===== src/rtl/fc8_clk_pkg.sv =====
// fc8_clk_pkg: shared types and constants for the fc8 clock-enable / reset sequencer
package fc8_clk_pkg;
   typedef enum logic [1:0] {RC_POR = 2'b00, RC_SOFT = 2'b01, RC_WDT = 2'b10} rst_cause_t;
   typedef enum logic {ST_HOLD = 1'b0, ST_RUN = 1'b1} clkrst_state_t;
   localparam logic [15:0] PIX_INC_DEF = 16'd16482;
   localparam logic [1:0] CPU_CE_PHASE = 2'd3;
endpackage


===== src/rtl/fc8_rst_sync.sv =====
// fc8_rst_sync: 2-flop reset synchroniser, asynchronous assert / synchronous deassert
module fc8_rst_sync (
   input  logic clk_i,
   input  logic rst_n_i,
   output logic rst_n_o
);
   logic [1:0] sync_q;
   always_ff @(posedge clk_i or negedge rst_n_i)
      if (!rst_n_i) sync_q <= '0;
      else sync_q <= {sync_q[0], 1'b1};
   assign rst_n_o = sync_q[1];
endmodule


===== src/rtl/fc8_clkrst_gen.sv =====
// fc8_clkrst_gen: stretched system reset, 5 MHz CPU enable and NCO pixel enable in the 20 MHz domain
module fc8_clkrst_gen
   import fc8_clk_pkg::*;
#(
   parameter int          RST_HOLD_CYCLES = 1024,
   parameter logic [15:0] PIX_INC         = PIX_INC_DEF,
   parameter int          WDT_TIMEOUT     = 1_000_000
) (
   input  logic       clk_20mhz,
   input  logic       rst_n,
   input  logic       soft_rst_req,
   input  logic       wdt_en,
   input  logic       wdt_kick,
   output logic       sys_rst_n,
   output logic       cpu_ce,
   output logic [1:0] cpu_phase,
   output logic       pix_ce,
   output logic [1:0] rst_cause
);
   localparam int HW = $clog2(RST_HOLD_CYCLES);
   localparam int WW = $clog2(WDT_TIMEOUT);
   clkrst_state_t state_q, state_d;
   rst_cause_t    cause_q, cause_d;
   logic [HW-1:0] hold_q, hold_d;
   logic [WW-1:0] wdt_q, wdt_d;
   logic [1:0]    phase_q, phase_d;
   logic [15:0]   acc_q, acc_d, sum;
   logic          cpu_ce_q, cpu_ce_d, pix_ce_q, pix_ce_d, sys_rst_n_q, sys_rst_n_d;
   logic          carry, rst_s, expire;
   fc8_rst_sync u_sync (
      .clk_i   (clk_20mhz),
      .rst_n_i (rst_n),
      .rst_n_o (rst_s)
   );
   assign {carry, sum} = 17'(acc_q) + 17'(PIX_INC);
   // a kick in the expiry cycle cancels the timeout
   assign expire = wdt_en && !wdt_kick && (wdt_q == WW'(WDT_TIMEOUT - 1));
   always_comb begin
      state_d     = state_q;
      cause_d     = cause_q;
      hold_d      = hold_q;
      sys_rst_n_d = sys_rst_n_q;
      wdt_d       = '0;
      phase_d     = '0;
      cpu_ce_d    = 1'b0;
      acc_d       = '0;
      pix_ce_d    = 1'b0;
      if (state_q == ST_HOLD) begin
         if (rst_s) begin
            hold_d = hold_q + 1'b1;
            if (hold_q == HW'(RST_HOLD_CYCLES - 1)) begin
               state_d     = ST_RUN;
               sys_rst_n_d = 1'b1;
               hold_d      = '0;
            end
         end
      end else if (soft_rst_req || expire) begin
         state_d     = ST_HOLD;
         sys_rst_n_d = 1'b0;
         hold_d      = '0;
         cause_d     = soft_rst_req ? RC_SOFT : RC_WDT;
      end else begin
         phase_d  = phase_q + 2'd1;
         cpu_ce_d = (phase_q + 2'd1) == CPU_CE_PHASE;
         acc_d    = sum;
         pix_ce_d = carry;
         wdt_d    = (wdt_en && !wdt_kick) ? wdt_q + 1'b1 : '0;
      end
   end
   always_ff @(posedge clk_20mhz or negedge rst_n)
      if (!rst_n) begin
         state_q     <= ST_HOLD;
         cause_q     <= RC_POR;
         hold_q      <= '0;
         wdt_q       <= '0;
         phase_q     <= '0;
         acc_q       <= '0;
         cpu_ce_q    <= 1'b0;
         pix_ce_q    <= 1'b0;
         sys_rst_n_q <= 1'b0;
      end else begin
         state_q     <= state_d;
         cause_q     <= cause_d;
         hold_q      <= hold_d;
         wdt_q       <= wdt_d;
         phase_q     <= phase_d;
         acc_q       <= acc_d;
         cpu_ce_q    <= cpu_ce_d;
         pix_ce_q    <= pix_ce_d;
         sys_rst_n_q <= sys_rst_n_d;
      end
   assign sys_rst_n = sys_rst_n_q;
   assign cpu_ce    = cpu_ce_q;
   assign cpu_phase = phase_q;
   assign pix_ce    = pix_ce_q;
   assign rst_cause = cause_q;
endmodule

===== config.mk =====
export PLATFORM = sky130hd
export DESIGN_NAME = fc8_clkrst_gen
export DESIGN_NICKNAME = d
export VERILOG_FILES = /design/src/rtl/fc8_clk_pkg.sv /design/src/rtl/fc8_rst_sync.sv /design/src/rtl/fc8_clkrst_gen.sv
export SDC_FILE = /design/constraint.sdc
export NUM_CORES = 1
export LEC_CHECK = 0
export ABC_AREA = 1
export CAP_MARGIN = 5
export CORE_ASPECT_RATIO = 1.75
export CORE_MARGIN = 3
export CORE_UTILIZATION = 36
export CTS_BUF_LIST = sky130_fd_sc_hd__clkbuf_4 sky130_fd_sc_hd__clkbuf_8 sky130_fd_sc_hd__clkbuf_16
export CTS_CLUSTER_DIAMETER = 120
export DETAILED_ROUTE_END_ITERATION = 8
export GPL_TIMING_DRIVEN = 0
export HOLD_SLACK_MARGIN = 0.06
export MAX_ROUTING_LAYER = met4
export PLACE_DENSITY = 0.57
export SLEW_MARGIN = 10
export SYNTH_ARGS = -nofsm -noshare
export SYNTH_HDL_FRONTEND = slang
export SYNTH_SLANG_ARGS = --single-unit

===== constraint.sdc =====
create_clock -name clk_20mhz -period 1.7 [get_ports clk_20mhz]
set_input_delay 0.255 -clock clk_20mhz [delete_from_list [all_inputs] [get_ports clk_20mhz]]
set_output_delay 0.255 -clock clk_20mhz [all_outputs]
set_load 0.02 [all_outputs]

==> reports/qor.txt, run 1 <==
post-synth top area share -> 48.4%
VDD IR max -> 456 uV
clock buffer depth -> 2
core area -> 7620 sq um
placed cells -> 438
worst hold path type -> reg -> reg
final WL -> 5.29 mm
vias -> 2141
Final Setup Violations -> 0
Die Ht -> 124 um
Max Fclk -> 642 MHz
pin count of the biggest net entering global routing -> 56
Core Rows -> 42
critical path's largest stage delay -> 0.42 ns
Die ar. -> 9050 sq um
Avg Vias per Cell -> 4.76
Remaining DRCs -> 0
placed cell area -> 3060 sq um
r2r endpoint -> wdt_q[16]$_DFF_PN0_
Place WS -> -0.00141 ns
Pleak -> 1.50 nW
R2R depth -> 9
I/O Buffers -> 11
synth warn -> 0
Cells after Synth -> 339
Hold Vio Cnt, Final -> 0
fin area -> 3290 sq um
io pins -> 12
Final Wtd Congestion -> 0.829
Initial Util -> 37.3%
drt wl/cell -> 11.8 um
Yosys top cell by area -> dfrtp_1
pins over their slew limit -> 0
synth top area cells -> dfrtp_1 48%, nand2_1 10%, nor2_1 6.2%
Final Non-Filler Cells -> 450
Worst Path Arrival -> 1.75 ns
post-DP HPWL -> 3.80 mm
endpoint type of the worst setup path -> flop
GRT overflow -> 0
DR iter-0 viols -> 47
TritonCTS clock tree -> done
clk root buf -> clkbuf_16
ys flop type -> dfrtp_1
Synth Register Bits -> 55
Seq/Total Area, Yosys -> 48.4%
clk_lat worst skew -> 0.30 ns
CP Class -> reg -> reg
CP max-delay cell -> dfrtp_1
final worst slack -> 0.142 ns
share of post-route cells with drive strength above 1 -> 17.4%
clock sinks -> 55
layout filler cell count -> 758
maxcap violations -> 0
Required @ worst endpoint -> 1.89 ns
Chip Width -> 73.2 um
Nets -> 370
Syn Std Cell Area -> 2850 sq um
ys async rst share -> 100%
reg2reg start -> wdt_q[0]$_DFF_PN0_
Final min period -> 1.56 ns
number of synthesized flops with an enable pin -> 0
vias in the first global route -> 2166
Cell Pwr Density -> 861 nW/um^2
setup TNS -> 0 ns
skew final -> 0.00635 ns
crit share post-route -> 91.7%
worst slew pin tran -> 0.723 ns
Hold Crit Endpoint -> u_sync.sync_q[1]$_DFF_PN0_
crit-path cells -> ha_4, nand3_2, nor2_2, nand3_2, nand3_4, inv_4, nand2_4, buf_12, nor2_2
CTS buffer count -> 5
post-synthesis cell type count -> 28
syn nets -> 348
Worst Hold Depth -> 0
CTS H-tree lvls -> 2
Area Growth Syn to Fin -> 15.6%
GRT Util Overall -> 13.7%
Worst-path clk slew -> 0.08 ns
r2r setup slk -> 0.14 ns
Final ANT Viol Nets -> 0
CP Max Fanout -> 10
# diodes -> 0
first-pass GRT wire length -> 9.36 mm
CP startpoint -> wdt_q[0]$_DFF_PN0_
antenna violations before repair -> 0
leading cell types by count after synthesis -> 78 x nand2_1, 55 x dfrtp_1, 47 x nor2_1
status -> complete, no violations
drt pass-1 iters -> 4
CP startpoint kind -> flop
syn avg cell area -> 8.39 sq um
hold path start -> u_sync.sync_q[0]$_DFF_PN0_
Rel. slew slack -> 51.8%
most frequent cell after synthesis -> nand2_1
==> per-layer routing <==
layer,share of wire (%),vias to the layer above,track usage (%)
met5,0,-,-
met4,2.3,0,6.24
met3,2.0,8,2.75
met2,54,17,23.8
met1,41,1016,14.9
li1,-,1100,-
==> worst max-delay path, delay by kind of cell, from the launching register on <==
family,cells,cell delay [ns]
adder cells (fa/ha/maj),1,0.17
AND/OR/NAND/NOR,6,0.65
buffers and inverters,2,0.20
flip-flops,1,0.42
==> state kept, by name, indices dropped and copies added, names as in the netlist <==
| register | count |
|---|---|
| state_q | 1 |
| wdt_q | 20 |
| cpu_phase | 2 |
| cpu_ce | 1 |
| acc_q | 15 |
| u_sync.sync_q | 2 |
| pix_ce | 1 |
| rst_cause | 2 |
| hold_q | 10 |
| sys_rst_n | 1 |
==> stage by stage <==
| stage | total power [mW] | hold WS, ns | utilization, % |
|---|---|---|---|
| detailed placement | 1.75 | 0.340 | 40.2 |
| floorplan | 1.65 | -0.0406 | - |
| finish | 2.83 | 0.354 | 43.2 |
| global route | 2.99 | 0.363 | 43.2 |
| CTS | 2.87 | 0.359 | 42.5 |
| global placement | 1.74 | 0.336 | 40.2 |
==> logic make-up (layout without fill, tap and decap cells) <==
logic type,Yosys count,in the layout,synth area share [%]
buffers and inverters,46,69,7.70
AO/OA/AOI/OAI,10,10,1.89
adder cells (fa/ha/maj),4,4,1.76
other,1,1,0.132
XOR/XNOR,24,24,7.39
AND/OR/NAND/NOR,199,199,32.8
flip-flops,55,55,48.4
==> cells in the final DEF, fill, tap and decap left out, types with 3 or more instances in the layout <==
cell type         n
a21oi_1           3
nand3_2           4
inv_2             4
o21ai_0           3
xnor2_1           5
xor2_1           19
buf_4             5
clkbuf_16         5
clkdlybuf4s50_1  10
inv_1            36
nand2_2           6
nor2_1           46
dfrtp_1          55
nand2_1          75
nor3_1           10
nand3_1          23
nor2_2           25
nand4_1           6
==> how the worst max path moves through the flow <==
stage	cells after the start	end
floorplan	9	wdt_q[16]$_DFF_PN0_
global placement	1	acc_q[4]$_DFF_PN0_
detailed placement	9	wdt_q[16]$_DFF_PN0_
CTS	9	wdt_q[16]$_DFF_PN0_
global route	10	hold_q[2]$_DFFE_PN0P_
finish	9	wdt_q[16]$_DFF_PN0_
==> layout make-up <==
cell class	count	area, sq um	share of cell area, %
well taps	88	110	3.35
plain buffers	5	62.6	1.90
multi-input cells	238	1280	39.0
flip-flops and latches	55	1380	41.9
repair buffers	15	140	4.26
inverters	41	156	4.76
clock buffers	5	125	3.81
clock inverters	3	33.8	1.03
==> repair_timing <==
item	in CTS	in global routing
hold buffers	1	0
endpoints found under the setup margin	7	30
setup buffers	0	3
hold endpoints to repair	55	0
resized for setup	2	9
pin swaps	0	4
==> where the power goes <==
| part | internal, mW | leakage [nW] | switching, mW |
|---|---|---|---|
| clock | 0.571 | 0.0776 | 0.524 |
| combinational | 0.108 | 0.671 | 0.169 |
| sequential | 1.38 | 0.750 | 0.0763 |
No activity file was read; power rests on OpenSTA's default activity.
==> run 2, diff against run 1 <==
Settings changed: CAP_MARGIN 5 to not set, CORE_ASPECT_RATIO 1.75 to 0.5.
==> run 2 against run 1 <==
- via count is 1.9% lower
- cell area rose by 1.5%
- sequential share of layout area fell by 0.63 points
- wire length decreased by 4.7%
- die area increased by 0.26%
- sequential cell count is the same
- setup slack got worse by 0.037 ns
- clock power is 5% lower
- hold slack improved by 0.013 ns
- first-iteration DRC count grew to 3.0 times the previous value
- global-route usage is 0.97 points lower
- clock skew increased by 0.0031 ns
- highest routed layer unchanged
==> reports/qor.txt, run 2 (synthesis gave the netlist of run 1 again) <==
worst slew pin tran -> 0.531 ns (-0.192 ns)
# diodes -> 0 (unchanged)
clk root buf -> clkbuf_16
drt wl/cell -> 10.6 um (-9.7%)
register area -> 1380 sq um (unchanged)
io pins -> 12 (unchanged)
crit-path cells -> ha_4, nand3_2, nor2_2, nand3_2, nand3_4, inv_4, nand2_4, buf_12, nor2_2
Worst Path Arrival -> 1.78 ns (+0.03 ns)
VDD IR max -> 414 uV (-9.3%)
skew final -> 0.00948 ns (+0.00313 ns)
Required @ worst endpoint -> 1.88 ns (about the same)
Crit path max-delay family -> simple AND/OR/NAND/NOR gates
Final Wtd Congestion -> 0.840 (+1.3%)
post-DP HPWL -> 3.68 mm (-3.3%)
layout filler cell count -> 761 (+0.40%)
Rel. slew slack -> 64.6% (+13 points)
Avg Vias per Cell -> 4.42 (-7.1%)
crit share post-route -> 93.8% (+2.2 points)
first-pass GRT wire length -> 9.18 mm (-2.0%)
CP Max Fanout -> 10 (unchanged)
TritonCTS clock tree -> done
r2r setup slk -> 0.10 ns (-0.04 ns)
Max Fclk -> 627 MHz (-2.3%)
Cell Pwr Density -> 836 nW/um^2 (-3.0%)
clock sinks -> 55 (unchanged)
status -> complete, no violations
final worst slack -> 0.105 ns (-0.0369 ns)
CP startpoint -> wdt_q[1]$_DFF_PN0_
pins over their slew limit -> 0 (unchanged)
vias in the first global route -> 2037 (-6.0%)
Pleak -> 1.52 nW (+1.5%)
clock buffer depth -> 2 (unchanged)
fin area -> 3340 sq um (+1.5%)
placed cell area -> 3110 sq um (+1.4%)
most common cell after layout, fill and taps aside -> nand2_1
commonest non-fill, non-tap cells in the layout -> 78 x nand2_1, 55 x dfrtp_1, 45 x nor2_1
CTS H-tree lvls -> 2 (unchanged)
Die Ht -> 68.9 um (-44%)
r2r endpoint -> wdt_q[18]$_DFF_PN0_
Final ANT Viol Nets -> 0 (unchanged)
drt pass-1 iters -> 5 (+1)
share of post-route cells with drive strength above 1 -> 16.9% (-0.51 points)
R2R depth -> 9 (unchanged)
footprint of the multi-input gates -> 1270 sq um (-1.3%)
Hold Vio Cnt, Final -> 0 (unchanged)
Final Setup Violations -> 0 (unchanged)
final WL -> 5.04 mm (-4.7%)
pin count of the biggest net entering global routing -> 36 (-36%)
worst hold path type -> reg -> reg
Final min period -> 1.60 ns (+0.0369 ns)
endpoint type of the worst setup path -> flop
Hold Crit Endpoint -> u_sync.sync_q[1]$_DFF_PN0_
reg2reg start -> wdt_q[1]$_DFF_PN0_
antenna violations before repair -> 0 (unchanged)
core area -> 7490 sq um (-1.7%)
I/O Buffers -> 11 (unchanged)
largest registers -> wdt_q (20), acc_q (15), hold_q (10)
CTS buffer count -> 5 (unchanged)
Area Growth Syn to Fin -> 17.3%
RSZ-0062 raised after global routing -> no
CP startpoint kind -> flop
Place WS -> 0.00477 ns (+0.00618 ns)
Remaining DRCs -> 0 (unchanged)
maxcap violations -> 0 (unchanged)
Initial Util -> 38.0% (+0.66 points)
Chip Width -> 132 um (+80%)
CP max-delay cell -> dfrtp_1
Largest Register -> wdt_q
crit path buf inv count -> 2 (unchanged)
Die ar. -> 9070 sq um (+0.26%)
Nets -> 375 (+1.4%)
Worst Hold Depth -> 0 (unchanged)
Largest register FFs -> 20 (unchanged)
CP Class -> reg -> reg
critical path's largest stage delay -> 0.42 ns (about the same)
GRT overflow -> 0 (unchanged)
Final Util -> 44.6% (+1.4 points)
vias -> 2100 (-1.9%)
DR iter-0 viols -> 141 (+200%)
Worst-path clk slew -> 0.08 ns (about the same)
hold path start -> u_sync.sync_q[0]$_DFF_PN0_
clk_lat worst skew -> 0.29 ns (about the same)
Core Rows -> 22 (-48%)
GRT Util Overall -> 12.8% (-0.97 points)
[run 2: how the worst max path moves through the flow]
stage | endpoint | slack, ns | cells past startpoint
2_1_floorplan | wdt_q[16]$_DFF_PN0_ | 0.20 | 9
3_3_place_gp | cpu_phase[0]$_DFF_PN0_ | -1.34 | 1
3_5_place_dp | wdt_q[7]$_DFF_PN0_ | 0.005 | 9
4_1_cts | wdt_q[15]$_DFF_PN0_ | 0.02 | 9
5_1_grt | hold_q[1]$_DFFE_PN0P_ | 0.004 | 10
6_report | wdt_q[18]$_DFF_PN0_ | 0.10 | 9
[run 2: worst register-to-register path: cells and delay by family, from the launching register on]
family        cells  cell delay (ns)
simple gates      6             0.69
flops             1             0.42
buf+inv           2             0.21
fa+ha+maj         1             0.17
[run 2: cell type report]
cell class,instances,share of cell area (%)
Inverter,41,4.69
Sequential cell,55,41.2
Timing Repair Buffer,20,5.62
Multi-Input combinational cell,238,38.0
Clock inverter,3,0.825
Clock buffer,5,3.75
Tap cell,108,4.05
Buffer,5,1.87
[run 2: power by group]
group	internal, mW	total (mW)	switching, mW
registers	1.38	1.45	0.0643
logic	0.125	0.295	0.170
clock network	0.562	1.05	0.485
total	2.07	2.79	0.720
[run 2: metrics by stage]
stage               setup TNS, ns  std cells  total power, mW  hold WS (ns)
floorplan                       0        339             1.65       -0.0406
global placement           -73.83        458             1.73         0.335
detailed placement              0        459             1.75         0.269
CTS                             0        468             2.81         0.371
global route                    0        475             2.95         0.390
finish                          0        475             2.79         0.367
[run 2: per-layer routing]
layer  part of all wire, %  GRT usage [%]  vias to the layer above
li1                      -              -                     1102
met1                    51           16.3                      984
met2                    46           21.5                       12
met3                   2.3           2.54                        2
met4                  0.71           3.14                        0
met5                     0              -                        -
[run 2: timing repair]
action	CTS	global route
setup endpoints to repair	0	32
resized for setup	0	5
hold buffers	1	0
buffers inserted	0	7
hold endpoints to repair	20	0
==> run 3, diff against run 2 <==
Settings changed: RECOVER_POWER set to 25.
==> run 3 against run 2 <==
- non-clock buffer count did not move
- setup slack barely moved
- global-route usage did not move
- fmax barely moved
- sequential power barely moved
- power fell by 0.19%
==> reports/qor.txt, run 3 (synthesis gave the netlist of run 1 again) <==
status -> complete, no violations
clock sinks -> 55 (unchanged)
drt pass-1 iters -> 4 (-1)
share of post-route cells with drive strength above 1 -> 16.9% (unchanged)
CP startpoint kind -> flop
Remaining DRCs -> 0 (unchanged)
Hold Vio Cnt, Final -> 0 (unchanged)
pin count of the biggest net entering global routing -> 36 (unchanged)
# diodes -> 0 (unchanged)
Pleak -> 1.52 nW (-0.30%)
Rel. slew slack -> 63.2% (-1.4 points)
maxcap violations -> 0 (unchanged)
Initial Util -> 38.0% (unchanged)
antenna violations before repair -> 0 (unchanged)
largest registers -> wdt_q (20), acc_q (15), hold_q (10)
worst hold path type -> reg -> reg
Largest Register -> wdt_q
Cell Pwr Density -> 837 nW/um^2 (+0.18%)
post-DP HPWL -> 3.68 mm (unchanged)
Avg Vias per Cell -> 4.41 (-0.14%)
drt wl/cell -> 10.6 um (unchanged)
DR iter-0 viols -> 133 (-5.7%)
VDD IR max -> 414 uV (about the same)
clk root buf -> clkbuf_16
vias in the first global route -> 2037 (unchanged)
Nets -> 375 (unchanged)
I/O Buffers -> 11 (unchanged)
skew final -> 0.00944 ns (-0.0000436 ns)
first-pass GRT wire length -> 9.18 mm (unchanged)
crit share post-route -> 93.8% (about the same)
clk_lat worst skew -> 0.29 ns (about the same)
CTS buffer count -> 5 (unchanged)
Die Ht -> 68.9 um (unchanged)
Chip Width -> 132 um (unchanged)
CTS H-tree lvls -> 2 (unchanged)
register area -> 1380 sq um (unchanged)
final WL -> 5.04 mm (unchanged)
io pins -> 12 (unchanged)
footprint of the multi-input gates -> 1270 sq um (unchanged)
CP Class -> reg -> reg
placed cell area -> 3110 sq um (unchanged)
Worst-path clk slew -> 0.08 ns (about the same)
Final Util -> 44.4% (-0.17 points)
core area -> 7490 sq um (unchanged)
CP Max Fanout -> 10 (unchanged)
Area Growth Syn to Fin -> 16.9%
Largest register FFs -> 20 (unchanged)
RSZ-0062 raised after global routing -> no
GRT Util Overall -> 12.8% (unchanged)
Max Fclk -> 627 MHz (about the same)
layout filler cell count -> 763 (+0.26%)
Final min period -> 1.60 ns (-0.0000440 ns)
Final Wtd Congestion -> 0.840 (unchanged)
endpoint type of the worst setup path -> flop
pins over their slew limit -> 0 (unchanged)
commonest non-fill, non-tap cells in the layout -> 78 x nand2_1, 55 x dfrtp_1, 45 x nor2_1
GRT overflow -> 0 (unchanged)
worst slew pin tran -> 0.552 ns (+0.0205 ns)
Die ar. -> 9070 sq um (unchanged)
Worst Path Arrival -> 1.78 ns (about the same)
fin area -> 3330 sq um (-0.37%)
clock buffer depth -> 2 (unchanged)
TritonCTS clock tree -> done
total power -> 2.78 mW (-0.19%)
most common cell after layout, fill and taps aside -> nand2_1
Required @ worst endpoint -> 1.88 ns (about the same)
vias -> 2097 (-0.14%)
Final ANT Viol Nets -> 0 (unchanged)
Core Rows -> 22 (unchanged)
Final Setup Violations -> 0 (unchanged)
-- run 3: worst max-delay path: stages (launching register included) --
cell and delay [ns]:
dfrtp_1 0.42, ha_4 0.17, nand3_2 0.14, nor2_2 0.15
nand3_2 0.12, nand3_4 0.15, inv_4 0.07, nand2_4 0.08
buf_12 0.14, nor2_2 0.04
-- run 3: layer usage --
layer	part of all wire, %	vias up	global-route usage [%]
met5	0	-	-
met4	0.71	0	3.14
met3	2.7	2	2.54
met2	46	17	21.5
met1	51	976	16.3
li1	-	1102	-
-- run 3: final cells by class --
class                           instances  area share [%]
Tap cell                              108            4.06
Clock inverter                          3           0.828
Buffer                                  5            1.88
Inverter                               41            4.70
Timing Repair Buffer                   20            5.27
Sequential cell                        55            41.4
Multi-Input combinational cell        238            38.1
Clock buffer                            5            3.76
-- run 3: repair_timing --
action,CTS,global route
hold buffers,1,0
resized for setup,0,5
setup buffers,0,7
endpoints found under the hold margin,20,0
setup endpoints to repair,0,32
-- run 3: per-stage QoR --
step	setup TNS (ns)	hold WS (ns)	worst slack, ns	cells
finish	0	0.365	0.105	475
global route	0	0.390	0.00439	475
detailed placement	0	0.269	0.00477	459
global placement	-73.83	0.335	-1.34	458
CTS	0	0.371	0.0202	468
floorplan	0	-0.0406	0.204	339
-- run 3: power by group --
part	internal (mW)	switching [mW]	total [mW]
logic	0.121	0.169	0.290
registers	1.38	0.0640	1.45
clock network	0.562	0.485	1.05
total	2.07	0.718	2.78
-- run 3: path summary, 6_finish.rpt --
check                                           start                          to  slack, ns  depth (start not counted)
setup / recovery                   wdt_q[1]$_DFF_PN0_         wdt_q[18]$_DFF_PN0_       0.10                          9
hold / removal             u_sync.sync_q[0]$_DFF_PN0_  u_sync.sync_q[1]$_DFF_PN0_       0.37                          0
setup reg to reg                   wdt_q[1]$_DFF_PN0_         wdt_q[18]$_DFF_PN0_       0.10                          9
hold reg to reg            u_sync.sync_q[0]$_DFF_PN0_  u_sync.sync_q[1]$_DFF_PN0_       0.37                          0
max in group asynchronous                       rst_n       hold_q[9]$_DFFE_PN0P_       0.30                          3
min in group asynchronous                       rst_n         wdt_q[10]$_DFF_PN0_       0.48                          2
